<file path="src/rtl/arith_pkg.sv">
// Shared definitions for the digit-serial add/subtract engine.
//   state_t     : controller states (IDLE, RUN)
//   MODE_ADD/SUB: values of the mode input m
//   params_ok() : checks that WIDTH/DIGIT describe a buildable unit
package arith_pkg;

    typedef enum logic {
        IDLE = 1'b0,
        RUN  = 1'b1
    } state_t;

    localparam logic MODE_ADD = 1'b0;
    localparam logic MODE_SUB = 1'b1;

    // WIDTH must be at least 2 and an exact multiple of DIGIT.
    function automatic bit params_ok(input int width, input int digit);
        return (width >= 2) && (digit >= 1) && (digit <= width) && ((width % digit) == 0);
    endfunction

endpackage

</file>
<file path="src/rtl/addsub_digit_slice.sv">
// Combinational DIGIT-bit ripple adder used once per cycle by the serial unit.
// Ports:
//   x, y     : DIGIT-bit addends
//   cin      : carry into bit 0
//   sum      : DIGIT-bit sum
//   cout     : carry out of the top bit
//   c_msb_in : carry into the top bit (feeds the signed-overflow flag)
module addsub_digit_slice #(
    parameter int DIGIT = 1
) (
    input  logic [DIGIT-1:0] x,
    input  logic [DIGIT-1:0] y,
    input  logic             cin,
    output logic [DIGIT-1:0] sum,
    output logic             cout,
    output logic             c_msb_in
);

    logic c;

    always_comb begin
        c        = cin;
        sum      = '0;
        c_msb_in = cin;
        for (int i = 0; i < DIGIT; i++) begin
            if (i == DIGIT - 1) c_msb_in = c;
            sum[i] = x[i] ^ y[i] ^ c;
            c      = (x[i] & y[i]) | (c & (x[i] ^ y[i]));
        end
        cout = c;
    end

endmodule

</file>
<file path="src/rtl/serial_addsub_unit.sv">
// Digit-serial WIDTH-bit adder/subtractor. Processes DIGIT bits per clock,
// LSB first, carrying between cycles in a register. A result appears after
// WIDTH/DIGIT cycles with registered flags.
// Ports:
//   clk, rst   : clock, synchronous active-high reset
//   start      : request, accepted only while busy=0
//   a, b, m    : operands and mode (0 = a+b, 1 = a-b), sampled at accept
//   busy       : operation in progress
//   done       : one-cycle pulse when s and flags have been updated
//   s          : result (mod 2^WIDTH)
//   c_out      : carry out of MSB (subtract: 1 = no borrow)
//   v, z, n    : signed overflow, zero, negative
module serial_addsub_unit
    import arith_pkg::*;
#(
    parameter int WIDTH = 8,
    parameter int DIGIT = 1
) (
    input  logic             clk,
    input  logic             rst,
    input  logic             start,
    input  logic [WIDTH-1:0] a,
    input  logic [WIDTH-1:0] b,
    input  logic             m,
    output logic             busy,
    output logic             done,
    output logic [WIDTH-1:0] s,
    output logic             c_out,
    output logic             v,
    output logic             z,
    output logic             n
);

    localparam int NSTEP = WIDTH / DIGIT;
    localparam int CNT_W = (NSTEP > 1) ? $clog2(NSTEP) : 1;

    generate
        if (!params_ok(WIDTH, DIGIT)) begin : g_bad_params
            $error("serial_addsub_unit: WIDTH must be >= 2 and a multiple of DIGIT");
        end
    endgenerate

    state_t           state;
    logic [WIDTH-1:0] op_a;
    logic [WIDTH-1:0] op_b;
    logic [WIDTH-1:0] acc;
    logic             carry;
    logic [CNT_W-1:0] cnt;

    logic [DIGIT-1:0] dsum;
    logic             dcout;
    logic             dc_msb;
    logic [WIDTH-1:0] next_acc;
    logic             last_step;

    addsub_digit_slice #(.DIGIT(DIGIT)) u_slice (
        .x        (op_a[DIGIT-1:0]),
        .y        (op_b[DIGIT-1:0]),
        .cin      (carry),
        .sum      (dsum),
        .cout     (dcout),
        .c_msb_in (dc_msb)
    );

    // New digit enters at the MSB end; after NSTEP shifts the first digit
    // has reached bit 0 and the register holds the full result.
    assign next_acc  = (acc >> DIGIT) | (WIDTH'(dsum) << (WIDTH - DIGIT));
    assign last_step = (cnt == CNT_W'(NSTEP - 1));

    always_ff @(posedge clk) begin
        if (rst) begin
            state <= IDLE;
            busy  <= 1'b0;
            done  <= 1'b0;
            s     <= '0;
            c_out <= 1'b0;
            v     <= 1'b0;
            z     <= 1'b0;
            n     <= 1'b0;
            op_a  <= '0;
            op_b  <= '0;
            acc   <= '0;
            carry <= 1'b0;
            cnt   <= '0;
        end else begin
            done <= 1'b0;
            case (state)
                IDLE: begin
                    if (start) begin
                        // Subtract as a + ~b + 1: invert b here, inject the +1 as carry-in.
                        op_a  <= a;
                        op_b  <= b ^ {WIDTH{m == MODE_SUB}};
                        carry <= (m == MODE_SUB);
                        acc   <= '0;
                        cnt   <= '0;
                        busy  <= 1'b1;
                        state <= RUN;
                    end
                end
                RUN: begin
                    op_a  <= op_a >> DIGIT;
                    op_b  <= op_b >> DIGIT;
                    acc   <= next_acc;
                    carry <= dcout;
                    cnt   <= cnt + 1'b1;
                    if (last_step) begin
                        // Final digit holds the MSB, so its carries give c_out and v.
                        s     <= next_acc;
                        c_out <= dcout;
                        v     <= dc_msb ^ dcout;
                        z     <= (next_acc == '0);
                        n     <= next_acc[WIDTH-1];
                        done  <= 1'b1;
                        busy  <= 1'b0;
                        state <= IDLE;
                    end
                end
                default: state <= IDLE;
            endcase
        end
    end

endmodule
</file>
<file path="config.mk">
export PLATFORM = sky130hd
export DESIGN_NAME = serial_addsub_unit
export DESIGN_NICKNAME = d
export VERILOG_FILES = /design/src/rtl/arith_pkg.sv /design/src/rtl/addsub_digit_slice.sv /design/src/rtl/serial_addsub_unit.sv
export SDC_FILE = /design/constraint.sdc
export NUM_CORES = 1
export LEC_CHECK = 0
export CAP_MARGIN = 15
export CORE_UTILIZATION = 35
export DETAILED_ROUTE_END_ITERATION = 10
export DONT_BUFFER_PORTS = 1
export GPL_TIMING_DRIVEN = 0
export MAX_ROUTING_LAYER = met4
export PLACE_DENSITY = 0.48
export SLEW_MARGIN = 20
export SYNTH_ARGS = -nofsm -noshare
export SYNTH_HDL_FRONTEND = slang
export SYNTH_HIERARCHICAL = 1
export SYNTH_SLANG_ARGS = --single-unit
</file>
<file path="constraint.sdc">
create_clock -name clk -period 1.5 [get_ports clk]
set_input_delay 0.3 -clock clk [delete_from_list [all_inputs] [get_ports clk]]
set_output_delay 0.3 -clock clk [all_outputs]
set_load 0.01 [all_outputs]
</file>
Yosys cells after proc, flatten, opt, wreduce, memory -nomap -nowiden
Index checks and enable logic that the tools add are counted.
- output and inout bits: 14
- word-level logic and storage cells: 47
- register bits after elaboration: 43
- bits of input ports: 20
- eq/ne operators: 3
- reduce and logical (&&, ||, !) cells: 4
- muxes and demuxes: 17
- bitwise gates (word level): 9
- add/subtract/negate cells: 1
- operators by type and width (kind ; number):
    8-bit case mux with 2 select lines ; 3
    8-bit 2-to-1 mux ; 3
    8-bit logical NOT ; 1
    7-bit by 8-bit bitwise OR with 8-bit output ; 1
    8-bit bitwise XOR ; 1
    1-bit 2-to-1 mux ; 6
    1-bit case mux with 2 select lines ; 3
    3-bit case mux with 2 select lines ; 1
    2-bit AND reduction ; 2
    3-bit by 1-bit adder with 3-bit output, second input constant ; 1
    3-bit equality test, second input constant ; 1
    3-bit 2-to-1 mux ; 1
    1-bit bitwise XOR ; 3
    1-bit bitwise AND ; 2
    2-bit by 1-bit inequality test with 1-bit output, second input constant ; 1
    2-bit inequality test, second input constant ; 1
    2-bit OR reduction ; 1
    1-bit NOT ; 1
    1-bit bitwise OR ; 1

Depth between registers and ports, before layout
- depth after elaboration: 4
- depth in mapped cells: 6
- mapped depth without buffers: 5

Hierarchy
Netlist, hierarchy kept.
- by module, submodules not included (module ; area an instance (µm²) ; cells an instance ; seq. area each (µm²) ; instances):
    serial_addsub_unit ; 1793.0 ; 197 ; 820.8 ; 1
    addsub_digit_slice ; 27.5 ; 2 ; 0.0 ; 1

Worst setup path before layout
OpenSTA, ideal clock, no wires.
- path kind: flip-flop to flip-flop
- start: register cnt[0]
- end: register v
- clock period less this slack: 1.286 ns
- slack: 0.214 ns
- path buffers: 1
- arrival: 1.201 ns
- required time: 1.414 ns
- cell stages (with the launch flop): 6
- setup time: 0.086 ns
- cells stage by stage: dfxtp_1 > ha_1 > ha_1 > and2_1 > buf_2 > a211oi_1
- word-level cells in the longest chain between the ends: 2
- ends and longest elaborated chain (what ; line ; RTL):
    start: declaration ; serial_addsub_unit.sv:48 ; logic [CNT_W-1:0] cnt;
    start signal: assignment ; serial_addsub_unit.sv:105 ; cnt <= cnt + 1'b1;
    3-bit equality test ; serial_addsub_unit.sv:68 ; assign last_step = (cnt == CNT_W'(NSTEP - 1));
    2-bit AND reduction (no source line) ; n/a ;
    end signal: assignment ; serial_addsub_unit.sv:110 ; v <= dc_msb ^ dcout;
    end: declaration ; serial_addsub_unit.sv:29 ; output logic v,
No other way between the ends.
A chain may end at the register's enable or synchronous reset.

Worst setup path in the final report
Same ends and word-level chain as after synthesis.

==> impl_metrics.csv <==
group,metric,value,unit
synth,syn-num-nets,223,
sta,fin_tns_setup,0,ps
clock_network,htreeDepth,2,
synth,synth.distinct_cells,24,
placement,gp_congestion,0.735,
sta,post-route-min-period,1380,ps
clock_network,cts_buffers,5,
global_route,grt_overflow,0,
sta,slew_violations,0,
global_route,grt_pass1_wl,5.95,mm
placement,hpwl,2.68,mm
sta,clock_skew,6.15,ps
floorplanning,die_y,74.1,µm
power,leakage,0.748,nW
routing,dr.pass1.iters,4,
clock_network,clock_sinks,41,
worst_setup_path,crit_slowest_cell,"dfxtp_1",
floorplanning,core.rowCount,25,
final_layout,mostFrequentLayoutCells,"dfxtp_1, nor2_1, nand2_1, a21oi_1, mux2i_1",
floorplanning,start_util,37.5,%
clock_network,cts_tree,"built",
sta,finalCritPeriodShare,92.3,%
synth,ys.warnings.count,6,
final_layout,multi_input_area,892,µm²
power,power.total,2.06,mW
routing,drc_errors,0,
final_layout,utilization,41.1,%
worst_setup_path,crit_type,"reg2reg",
sta,finalSetupViolCount,0,
worst_setup_path,endpoint_kind,"flip-flop",
routing,routed_wl,3.66,mm
worst_setup_path,critPathMostFrequentCell,"ha_1",
run,cap_violations,0,
final_layout,drive_gt1_share,15.6,%
routing,avgViaCountPerCell,4.92,
worst_setup_path,cpPeakStageDelay,330,ps
sta,rsz0062_at_grt,"false",
final_layout,diodes,0,
sta,hold_viol,0,
final_layout,nFillCells,490,
clock_network,path_clk_slew,80,ps
placement,dp_cells,266,
worst_setup_path,worst_ep_required_time,1710,ps
worst_setup_path,worstPathCellList,"ha_1 -> ha_1 -> and2_2 -> buf_6 -> a211oi_1",
final_layout,area_growth,9.55,%
floorplanning,die_w,74.1,µm
global_route,grt_start_max_net_pins,12,
status,status,"completed",
clock_network,postCtsHoldBufs,0,
synth,syn-cell-area,1820,µm²
floorplanning,coreArea,4850,µm²
clock_network,clockBufferDepth,2,
routing,wire_per_inst,13.5,µm
worst_setup_path,cp-start-kind,"flip-flop",
global_route,antenna_found_initial,0,
global_route,gr-usage-all-layers,15.2,%
synth,syn-instance-count,199,
sta,max_freq,722,MHz
final_layout,num-nets-final,230,
power,vdd_drop_max,475,µV
final_layout,layout_commonest_cell,"dfxtp_1",
clock_network,clockRootBuffer,"clkbuf_8",
global_route,grt_pass1_vias,1268,
placement,portBuffers,0,
routing,vias,1337,
synth,synth_seq_cells,41,
final_layout,final_cells,272,
power,power_density,1030,nW/µm²
routing,ant_nets,0,
worst_setup_path,worstPathArrival,1590,ps
routing,drt_iter0_markers,30,
synth,avgSynthCellArea,9.15,µm²
floorplanning,die_area,5490,µm²
synth,ys_seq_area_share,45.1,%
floorplanning,ios,34,
sta,worst_slew_pin_slew,497,ps
worst_setup_path,path_max_fanout,10,
clock_network,clk_latency,290,ps
final_layout,seqCellArea,821,µm²
min_path,worstHoldPathType,"in2reg",
sta,max_slew_margin,66.9,%
==> critical path, delay by kind of cell (launching register included) <==
| kind | cells | cell delay, ps |
|---|---|---|
| simple gates | 1 | 230 |
| flops | 1 | 330 |
| fa+ha+maj | 2 | 420 |
| compound gates | 1 | 180 |
| buf+inv | 1 | 150 |
==> area by class of cell <==
class                      instances  area share, %
multi-input combinational        141           44.7
sequential                        41           41.2
buffer                            17           6.21
tap                               67           4.20
clock buffer                       5           3.45
clock inverter                     1          0.251
==> cell usage after synthesis, drive strengths merged <==
library cell  number  area (µm²)
dfxtp             41         821
a2111oi            1        15.0
clkbuf             5        18.8
ha                 3        37.5
a211o              7        61.3
nor3               2        10.0
nor3b              9        67.6
buf               12        98.8
xnor2              9        78.8
mux2i             10         100
mux2               8        93.8
a21oi             27         143
a211oi             1        7.51
fa                 1        20.0
nand2             28         105
nor2              30         113
and2               1        6.26
nor2b              1        6.26
nor4               2        12.5
nand3              1        5.00
==> cells by family (layout without fill, tap and decap cells) <==
kind of cell / count (synthesis) / count (layout) / synth area share [%]
AOI/OAI and AO/OA: 36 / 36 / 12.4
xor gates and xnor gates: 9 / 9 / 4.33
adders and majority gates: 4 / 4 / 3.16
buffers and inverters: 17 / 23 / 6.46
DFF: 41 / 41 / 45.1
muxes: 18 / 18 / 10.7
and+or+nand+nor: 74 / 74 / 17.9
==> stage by stage <==
| step | hold slack, ps | instance area [µm²] | setup WS (ps) |
|---|---|---|---|
| final | 76.0 | 1990 | 116 |
| after floorplan | 376 | 1820 | 214 |
| after global routing | 55.1 | 1990 | 17.0 |
| after detailed placement | 382 | 1900 | 79.1 |
| after global placement | 377 | 1900 | 85.4 |
| after CTS | 66.9 | 1980 | 57.6 |
==> metal layers <==
layer	vias to the layer above	track usage, %	routed length [µm]
li1	682	-	-
met1	621	17.6	1640
met2	26	24.1	1800
met3	8	3.93	148
met4	0	7.69	73
met5	-	-	0
==> where the power goes <==
group	switching, mW	total, mW	leakage, nW	internal [mW]
combinational	0.127	0.246	0.374	0.118
sequential	0.0257	1.16	0.334	1.13
clock	0.349	0.655	0.0399	0.306
==> final timing paths <==
check | from | cells past startpoint | slack (ps) | to
max | cnt[0] | 5 | 120 | v
min reg2reg | op_b[4] | 2 | 450 | op_b[3]
min | rst | 1 | 80 | op_b[7]
max reg2reg | cnt[0] | 5 | 120 | v
==> repair_timing <==
item                       CTS  global route
buffers inserted             0             0
hold endpoints to repair     0             0
resized for setup            0             6
setup endpoints to repair    0            11
==> flip-flops by register name, summed over array words and instances (netlist names) <==
name   count
z          1
n          1
s          7
op_a       8
op_b       8
cnt        3
c_out      1
acc        7
busy       1
carry      1
v          1
state      1
done       1
Note: power is estimated with default switching activity, not from simulation.
